===== src/rtl/switch_pkg.sv =====
// -----------------------------------------------------------------------------
// switch_pkg
// Shared definitions for the push-button front end:
//   - sw_state_e : 2-bit debounce FSM state encoding
//   - DEFAULT_DEBOUNCE_CYCLES   : 10 ms at the 25 MHz board clock
//   - DEFAULT_LONG_PRESS_CYCLES : 1 s at the 25 MHz board clock
// -----------------------------------------------------------------------------
package switch_pkg;

  typedef enum logic [1:0] {
    RELEASED     = 2'd0,
    PRESS_PEND   = 2'd1,
    PRESSED      = 2'd2,
    RELEASE_PEND = 2'd3
  } sw_state_e;

  localparam int DEFAULT_DEBOUNCE_CYCLES   = 250_000;
  localparam int DEFAULT_LONG_PRESS_CYCLES = 25_000_000;

endpackage


===== src/rtl/sync2.sv =====
// -----------------------------------------------------------------------------
// sync2
// Generic two-flop synchroniser for asynchronous board input pins.
// Ports:
//   i_Clk   : destination clock
//   i_Rst_n : asynchronous active-low reset, clears both flops to 0
//   i_D     : asynchronous input
//   o_Q     : synchronised output (two i_Clk edges of latency)
// -----------------------------------------------------------------------------
module sync2 (
  input  logic i_Clk,
  input  logic i_Rst_n,
  input  logic i_D,
  output logic o_Q
);

  logic r_meta;
  logic r_sync;

  always_ff @(posedge i_Clk or negedge i_Rst_n) begin
    if (!i_Rst_n) begin
      r_meta <= 1'b0;
      r_sync <= 1'b0;
    end else begin
      r_meta <= i_D;
      r_sync <= r_meta;
    end
  end

  assign o_Q = r_sync;

endmodule


===== src/rtl/switch_debounce.sv =====
// -----------------------------------------------------------------------------
// switch_debounce
// Synchronises a raw push-button pin, rejects contact bounce and produces a
// stable level plus single-cycle press, release and long-press events.
// Parameters:
//   DEBOUNCE_CYCLES   : consecutive samples at a new level before o_Switch moves
//   LONG_PRESS_CYCLES : cycles o_Switch must stay high before o_Long fires
// Ports:
//   i_Clk     : clock, rising edge
//   i_Rst_n   : asynchronous active-low reset
//   i_Switch  : raw asynchronous switch pin, 1 = pressed
//   o_Switch  : debounced level
//   o_Press   : one-cycle pulse on o_Switch 0->1
//   o_Release : one-cycle pulse on o_Switch 1->0
//   o_Long    : one-cycle pulse, at most once per press, on reaching the hold time
// All outputs are registered.
// -----------------------------------------------------------------------------
module switch_debounce
  import switch_pkg::*;
#(
  parameter int DEBOUNCE_CYCLES   = DEFAULT_DEBOUNCE_CYCLES,
  parameter int LONG_PRESS_CYCLES = DEFAULT_LONG_PRESS_CYCLES
) (
  input  logic i_Clk,
  input  logic i_Rst_n,
  input  logic i_Switch,
  output logic o_Switch,
  output logic o_Press,
  output logic o_Release,
  output logic o_Long
);

  if (DEBOUNCE_CYCLES < 1) begin : g_bad_debounce
    $fatal(1, "switch_debounce: DEBOUNCE_CYCLES must be >= 1");
  end
  if (LONG_PRESS_CYCLES < 1) begin : g_bad_long
    $fatal(1, "switch_debounce: LONG_PRESS_CYCLES must be >= 1");
  end

  localparam int CntW  = $clog2(DEBOUNCE_CYCLES + 1);
  localparam int HoldW = $clog2(LONG_PRESS_CYCLES + 1);

  localparam logic [CntW-1:0]  CntOne   = CntW'(1);
  localparam logic [CntW-1:0]  CntMax   = CntW'(DEBOUNCE_CYCLES);
  localparam logic [HoldW-1:0] HoldOne  = HoldW'(1);
  localparam logic [HoldW-1:0] HoldMax  = HoldW'(LONG_PRESS_CYCLES);
  localparam logic [HoldW-1:0] HoldLast = HoldW'(LONG_PRESS_CYCLES - 1);

  logic w_sync;

  sw_state_e        r_state,   w_state_next;
  logic [CntW-1:0]  r_cnt,     w_cnt_next;
  logic [CntW-1:0]  w_cnt_inc;
  logic [HoldW-1:0] r_hold,    w_hold_next;
  logic             r_fired,   w_fired_next;
  logic             r_switch,  w_switch_next;
  logic             r_press,   w_press_next;
  logic             r_release, w_release_next;
  logic             r_long,    w_long_next;

  sync2 u_sync2 (
    .i_Clk   (i_Clk),
    .i_Rst_n (i_Rst_n),
    .i_D     (i_Switch),
    .o_Q     (w_sync)
  );

  assign w_cnt_inc = r_cnt + CntOne;

  // Debounce FSM next state and level/edge events.
  always_comb begin
    w_state_next   = r_state;
    w_cnt_next     = r_cnt;
    w_switch_next  = r_switch;
    w_press_next   = 1'b0;
    w_release_next = 1'b0;

    case (r_state)
      RELEASED: begin
        if (w_sync) begin
          if (CntMax == CntOne) begin
            // Single-sample debounce completes straight away.
            w_state_next  = PRESSED;
            w_cnt_next    = '0;
            w_switch_next = 1'b1;
            w_press_next  = 1'b1;
          end else begin
            w_state_next = PRESS_PEND;
            w_cnt_next   = CntOne;
          end
        end
      end
      PRESS_PEND: begin
        if (w_sync) begin
          if (w_cnt_inc == CntMax) begin
            w_state_next  = PRESSED;
            w_cnt_next    = '0;
            w_switch_next = 1'b1;
            w_press_next  = 1'b1;
          end else begin
            w_cnt_next = w_cnt_inc;
          end
        end else begin
          w_state_next = RELEASED;
          w_cnt_next   = '0;
        end
      end
      PRESSED: begin
        if (!w_sync) begin
          if (CntMax == CntOne) begin
            w_state_next   = RELEASED;
            w_cnt_next     = '0;
            w_switch_next  = 1'b0;
            w_release_next = 1'b1;
          end else begin
            w_state_next = RELEASE_PEND;
            w_cnt_next   = CntOne;
          end
        end
      end
      RELEASE_PEND: begin
        if (!w_sync) begin
          if (w_cnt_inc == CntMax) begin
            w_state_next   = RELEASED;
            w_cnt_next     = '0;
            w_switch_next  = 1'b0;
            w_release_next = 1'b1;
          end else begin
            w_cnt_next = w_cnt_inc;
          end
        end else begin
          w_state_next = PRESSED;
          w_cnt_next   = '0;
        end
      end
      default: begin
        w_state_next  = RELEASED;
        w_cnt_next    = '0;
        w_switch_next = 1'b0;
      end
    endcase
  end

  // Hold counter and long-press event.
  always_comb begin
    w_hold_next = r_hold;
    if (w_press_next) begin
      w_hold_next = '0;
    end else if (r_switch && (r_hold != HoldMax)) begin
      w_hold_next = r_hold + HoldOne;
    end

    // Fires on the edge the hold count reaches its limit, unless the release
    // completes on that same edge.
    w_long_next  = r_switch && !r_fired && (r_hold == HoldLast) && !w_release_next;
    w_fired_next = w_press_next ? 1'b0 : (r_fired | w_long_next);
  end

  always_ff @(posedge i_Clk or negedge i_Rst_n) begin
    if (!i_Rst_n) begin
      r_state   <= RELEASED;
      r_cnt     <= '0;
      r_hold    <= '0;
      r_fired   <= 1'b0;
      r_switch  <= 1'b0;
      r_press   <= 1'b0;
      r_release <= 1'b0;
      r_long    <= 1'b0;
    end else begin
      r_state   <= w_state_next;
      r_cnt     <= w_cnt_next;
      r_hold    <= w_hold_next;
      r_fired   <= w_fired_next;
      r_switch  <= w_switch_next;
      r_press   <= w_press_next;
      r_release <= w_release_next;
      r_long    <= w_long_next;
    end
  end

  assign o_Switch  = r_switch;
  assign o_Press   = r_press;
  assign o_Release = r_release;
  assign o_Long    = r_long;

endmodule

===== config.mk =====
export PLATFORM = sky130hd
export DESIGN_NAME = switch_debounce
export DESIGN_NICKNAME = d
export VERILOG_FILES = /design/src/rtl/switch_pkg.sv /design/src/rtl/sync2.sv /design/src/rtl/switch_debounce.sv
export SDC_FILE = /design/constraint.sdc
export NUM_CORES = 1
export LEC_CHECK = 0
export ABC_AREA = 0
export CAP_MARGIN = 20
export CORE_ASPECT_RATIO = 0.6
export CORE_MARGIN = 8
export CORE_UTILIZATION = 66
export CTS_CLUSTER_SIZE = 12
export DETAILED_ROUTE_END_ITERATION = 6
export GPL_ROUTABILITY_DRIVEN = 0
export GPL_TIMING_DRIVEN = 0
export PLACE_DENSITY = 0.82
export SLEW_MARGIN = 20
export SYNTH_ARGS = -nofsm -noshare
export SYNTH_HDL_FRONTEND = slang
export SYNTH_SLANG_ARGS = --single-unit
export TNS_END_PERCENT = 10

===== constraint.sdc =====
create_clock -name i_Clk -period 6.3 [get_ports i_Clk]
set_clock_uncertainty 0.1 [all_clocks]
set_input_delay 0.63 -clock i_Clk [delete_from_list [all_inputs] [get_ports i_Clk]]
set_output_delay 0.63 -clock i_Clk [all_outputs]
set_load 0.005 [all_outputs]

## Yosys cells after proc, flatten, opt, wreduce, memory -nomap -nowiden

Index checks and enable logic that the tools add are counted.

| cells by class | value |
|---|---|
| add/sub/neg operators | 2 |
| eq/ne operators | 14 |
| mux-type cells | 26 |
| bitwise logic cells | 1 |
| reductions and logical operators | 12 |

Operators with widths:

| cell | number |
|---|---|
| $mux W18 | 5 |
| $pmux W18 S4 | 1 |
| $mux W25 | 2 |
| $add A25 B1 Y25 const B | 1 |
| $eq A25 B25 Y1 const B | 1 |
| $ne A25 B25 Y1 const B | 1 |
| $add A18 B1 Y18 const B | 1 |
| $eq A18 B18 Y1 const B | 1 |
| $mux W2 | 6 |
| $mux W1 | 10 |
| $ne A2 B2 Y1 const B | 4 |
| $pmux W2 S4 | 1 |
| $reduce_and A5 Y1 | 1 |
| $eq A2 B2 Y1 const B | 2 |
| $logic_and A1 B1 Y1 | 4 |
| $ne A2 B1 Y1 const B | 2 |
| $reduce_and A4 Y1 | 1 |
| $reduce_bool A2 Y1 | 2 |
| $ne A3 B2 Y1 const B | 1 |
| $ne A3 B3 Y1 const B | 1 |
| $eq A2 B1 Y1 const B | 1 |
| $logic_not A1 Y1 | 2 |
| $logic_not A2 Y1 | 1 |
| $pmux W1 S2 | 1 |
| other kinds (2) | 2 |

| storage, ports and cells | value |
|---|---|
| flip-flop bits (word level) | 52 |
| input bits | 3 |
| output and inout bits | 4 |
| word-level logic and storage cells | 65 |

## Logic depth before layout (Yosys ltp)

| logic depth | value |
|---|---|
| depth after elaboration | 9 |
| mapped depth | 9 |
| mapped depth without buffers | 8 |

## Hierarchy

From an unflattened synthesis, not the netlist that was laid out.

| second synthesis, totals | value |
|---|---|
| cell total of the unflattened synthesis | 322 |
| area total of the unflattened synthesis | 2996.6 um2 |

By module, submodules not included:

| module | instances | cells an instance | area each (um2) | seq. area each (um2) |
|---|---|---|---|---|
| switch_debounce | 1 | 320 | 2946.6 | 1251.2 |
| sync2 | 1 | 2 | 50.0 | 50.0 |

## Worst setup path before layout

OpenSTA, ideal clock, no wires.

| path | value |
|---|---|
| path type | register to register |
| start point | register r_cnt[0] |
| end point | register (tool-made name) |
| library setup time | 125 ps |
| arrival time | 2300 ps |
| required time | 6075 ps |
| setup slack | 3775 ps |
| stages on the path, launching flop included | 8 |
| path buffers | 0 |
| period minus slack after synthesis | 2525 ps |
| cells stage by stage | dfrtp_1 ha_1 nand3_1 nor3_1 mux2i_1 nand4_1 or3_4 mux2_4 |

RTL lines:

| element | line | source |
|---|---|---|
| start: declaration | switch_debounce.sv:52 | `logic [CntW-1:0] r_cnt, w_cnt_next;` |
| start signal: assignment | switch_debounce.sv:171 | `r_cnt <= w_cnt_next;` |

## Worst setup path in the final report

| path | value |
|---|---|
| start point | register r_cnt[0] |
| end point | register r_cnt[14] |

| between the ends | value |
|---|---|
| word-level cells in the longest chain between the ends | 5 |
| elaborated cells between the ends (all ways) | 6 |
| classes of those cells | 1 x add/sub; 1 x eq/ne; 4 x mux |

Ends and longest elaborated chain:

| element | line | source |
|---|---|---|
| $add A18 B1 Y18 (*) | switch_debounce.sv:68 | `assign w_cnt_inc = r_cnt + CntOne;` |
| $eq A18 B18 Y1 | switch_debounce.sv:95, switch_debounce.sv:123 |  |
| $mux W18 (*) | switch_debounce.sv:95, switch_debounce.sv:123 |  |
| $mux W18 (on tied branches) | switch_debounce.sv:122, switch_debounce.sv:94 |  |
| $pmux W18 S4 (*) | switch_debounce.sv:78 | `case (r_state)` |

Every way passes the cells marked *; elsewhere a longest branch is shown, timed or not.
A chain may end at the register's enable or synchronous reset.

==> results.md <==
* Status: complete, no violations
* Sequential element share of the synthesized area at 43.2%
* Post-CTS sizing at 0
* Worst-skew pair later-pin latency at 0.30 ns
* Post-synth top area share at 43.2%
* CTS H-tree lvls at 2
* Antenna violations before repair at 0
* Area growth syn-to-layout at 7.73%
* Place WS at 3.27 ns
* Fin Setup TNS at 0 ns
* Remaining global-route overflow at 0
* RSZ-0062 raised after global routing: no
* HPWL after DPL at 4.72 mm
* Number of diodes at 0
* M1 GR Usage at 31.1%
* Synthesized instance count at 336
* Number of flops mapped to enable cells by yosys at 0
* Initial Utilization at 67.3%
* Final Max Tran Viols at 0
* Crit share post-route at 49.9%
* Synthesized area at 3010 um^2
* Startpoint types: register
* Vias/cell at 6.16
* Largest net degree at the start of global routing at between 50 and 60
* Ys Warns at 0
* #FFs+latches synth at 52
* Grt peak-use layer: met1
* Nets at 355
* Port buffer count at 6
* Postcts setup bufs at 0
* Crit path capture type: register
* Minimum clock period at roughly 3.1 ns
* Final hold vios at 0
* TritonCTS Sinks at 52
* Peak Freq at 318 MHz
* Worst Hold Class: input pin to async pin
* Leak Pwr at between 1 and 1.5 nW
* Final hold slack at about 0.24 ns
* Pwr/cell area at 176 nW/um^2
* # setup viols final at 0
* Clk slew on worst S/H paths at 0.09 ns
* M3 GR Usage at under 10%
* FF-to-FF setup slack at around 3.2 ns
* Avg WL per Cell at 15.7 um
* Cell variety after synth at 53
* Primary FF master, synth: dfrtp_1
* Avg Cell Area, Syn at 8.96 um^2
* Critical-path cell list: ha_1, nand3_1, nor3_1, mux2i_1, nand4_1, buf_2, o21ai_1, o21ai_0
* Routed Antenna Nets at 0
* Layout cells sized above 1 at around a tenth
* Slowest CP cell: nor3_1
* Required time worst endpoint at 6.37 ns
* Crit Path Class: register to register
* Slowest stage delay, CP at 0.55 ns
* Clk root buf: clkbuf_8
* Vias at between 2000 and 3000
* Initial drt markers at 259
* Core area at 4470 um^2
* # DRC at 0
* Die Span Y at about 68 um
* Via count of the first global-routing pass at 2238
* Die area at 7050 um^2
* M2 GR Usage at 28.4%
* Maximum VDD drop at 0.000127 V
* Post-synthesis cell type with the largest combined area: dfrtp_1
* Worst-Margin Slew at 0.644 ns
* Num CTS Buffers at 5
* CTS Hold Bufs at 0
* Top-Level Pins at 7
* Clock tree buffer depth at 2
* Rows at 19
* Critical Path AT at 3.21 ns
* TritonRoute pass-1 iters at 5
* Routed WL at roughly 6.5 mm
* Gr usage total at 20.5%
* Syn nets at about 340
* Async SR Flop Fraction at between 90% and 100%
* CTS tree: built
* Fin worst setup slack at between 3 and 4 ns
* MaxCap Viol Count at 0
* Largest cells by area after synthesis: dfrtp_1, nor2_1, xnor2_1, nand2_1, nand3_1
* Max_slew headroom at 56.9%
* Crit path max fanout at 10
* Die W at 103 um
* First-pass GRT wire length at ~11 mm
flip-flops by register name, summed over array words and instances, names as in the netlist, named ones only:
register        count
r_hold             25
u_sync2.o_Q         1
o_Switch            1
r_cnt              18
r_fired             1
u_sync2.r_meta      1
r_state             1
o_Press             1
o_Release           1
o_Long              1
final timing paths:
check / from / endpoint / cells past startpoint
setup / recovery: r_cnt[0] / r_cnt[14] / 8
hold / removal: i_Rst_n / r_hold[2] / 1
setup reg to reg: r_cnt[0] / r_cnt[14] / 8
hold reg to reg: u_sync2.r_meta / u_sync2.o_Q / 0
max in group asynchronous: i_Rst_n / r_cnt[9] / 1
min in group i_Clk: u_sync2.r_meta / u_sync2.o_Q / 0
logic make-up after synthesis:
group | count (synthesis) | synth area share [%]
adders and majority gates | 3 | 1.25
muxes | 5 | 1.87
DFF | 52 | 43.2
xor gates and xnor gates | 31 | 9.02
AOI/OAI and AO/OA | 33 | 8.40
buffers and inverters | 31 | 4.86
and+or+nand+nor | 181 | 31.4
worst max-delay path: cells and delay by family, from the launching register on:
family / cells / cell delay (ns)
AO/OA/AOI/OAI: 2 / 0.64
adder cells (fa/ha/maj): 1 / 0.36
flip-flops: 1 / 0.49
buffers and inverters: 1 / 0.22
AND/OR/NAND/NOR: 3 / 0.86
multiplexers: 1 / 0.33
layout by cell type, fill, tap and decap left out, types with 7 or more instances in the layout:
cell type and instances:
buf_2 9, clkbuf_8 7, dfrtp_1 52, inv_1 13, nand2_1 35, nand3_1 26
nand4_1 10, nor2_1 56, nor3_1 13, o21ai_0 11, xnor2_1 21, xor2_1 10
cells in the mapped netlist, types with 2 or more instances:
| master | n |
|---|---|
| a21oi_1 | 4 |
| a221o_1 | 4 |
| and2_1 | 2 |
| and3_1 | 6 |
| and4_1 | 2 |
| buf_2 | 9 |
| buf_6 | 2 |
| clkbuf_1 | 6 |
| dfrtp_1 | 52 |
| ha_1 | 3 |
| inv_1 | 13 |
| mux2i_1 | 3 |
| nand2_1 | 35 |
| nand2b_1 | 2 |
| nand3_1 | 26 |
| nand4_1 | 10 |
| nor2_1 | 56 |
| nor3_1 | 13 |
| nor3_2 | 2 |
| nor4_1 | 6 |
| nor4_4 | 2 |
| o2111ai_1 | 3 |
| o21ai_0 | 11 |
| or3_1 | 6 |
| xnor2_1 | 21 |
| xor2_1 | 10 |
final cells by class:
cell class / count / area [um^2]
Inverter: 13 / 48.8
Timing Repair Buffer: 6 / 57.6
Clock buffer: 7 / 96.3
Buffer: 18 / 97.6
Tap cell: 63 / 78.8
Sequential cell: 52 / 1300
Multi-Input combinational cell: 253 / 1560
Fill cell: 350 / 1230
where the power goes:
group / internal (mW) / switching, mW / leakage [nW] / total (mW)
clock network: 0.0981 / 0.108 / 0.0503 / 0.206
logic: 0.00623 / 0.0192 / 0.627 / 0.0254
registers: 0.337 / 0.00439 / 0.716 / 0.341
total: 0.441 / 0.131 / 1.39 / 0.572
metrics by stage:
stage                     utilization (%)  power [mW]  cell area [um^2]  instances
after floorplan                         -       0.359              3010        336
after global placement               70.4       0.372              3150        405
after detailed placement             70.4       0.373              3150        405
after CTS                            72.5       0.578              3240        412
after global routing                 72.5       0.592              3240        412
final                                72.5       0.572              3240        412
per-layer routing:
metal	wire length, um	part of all wire (%)
met1	3330	51
met2	2550	39
met3	537	8.3
met4	64	0.99
met5	0	0
No activity file was read; power rests on OpenSTA's default activity.
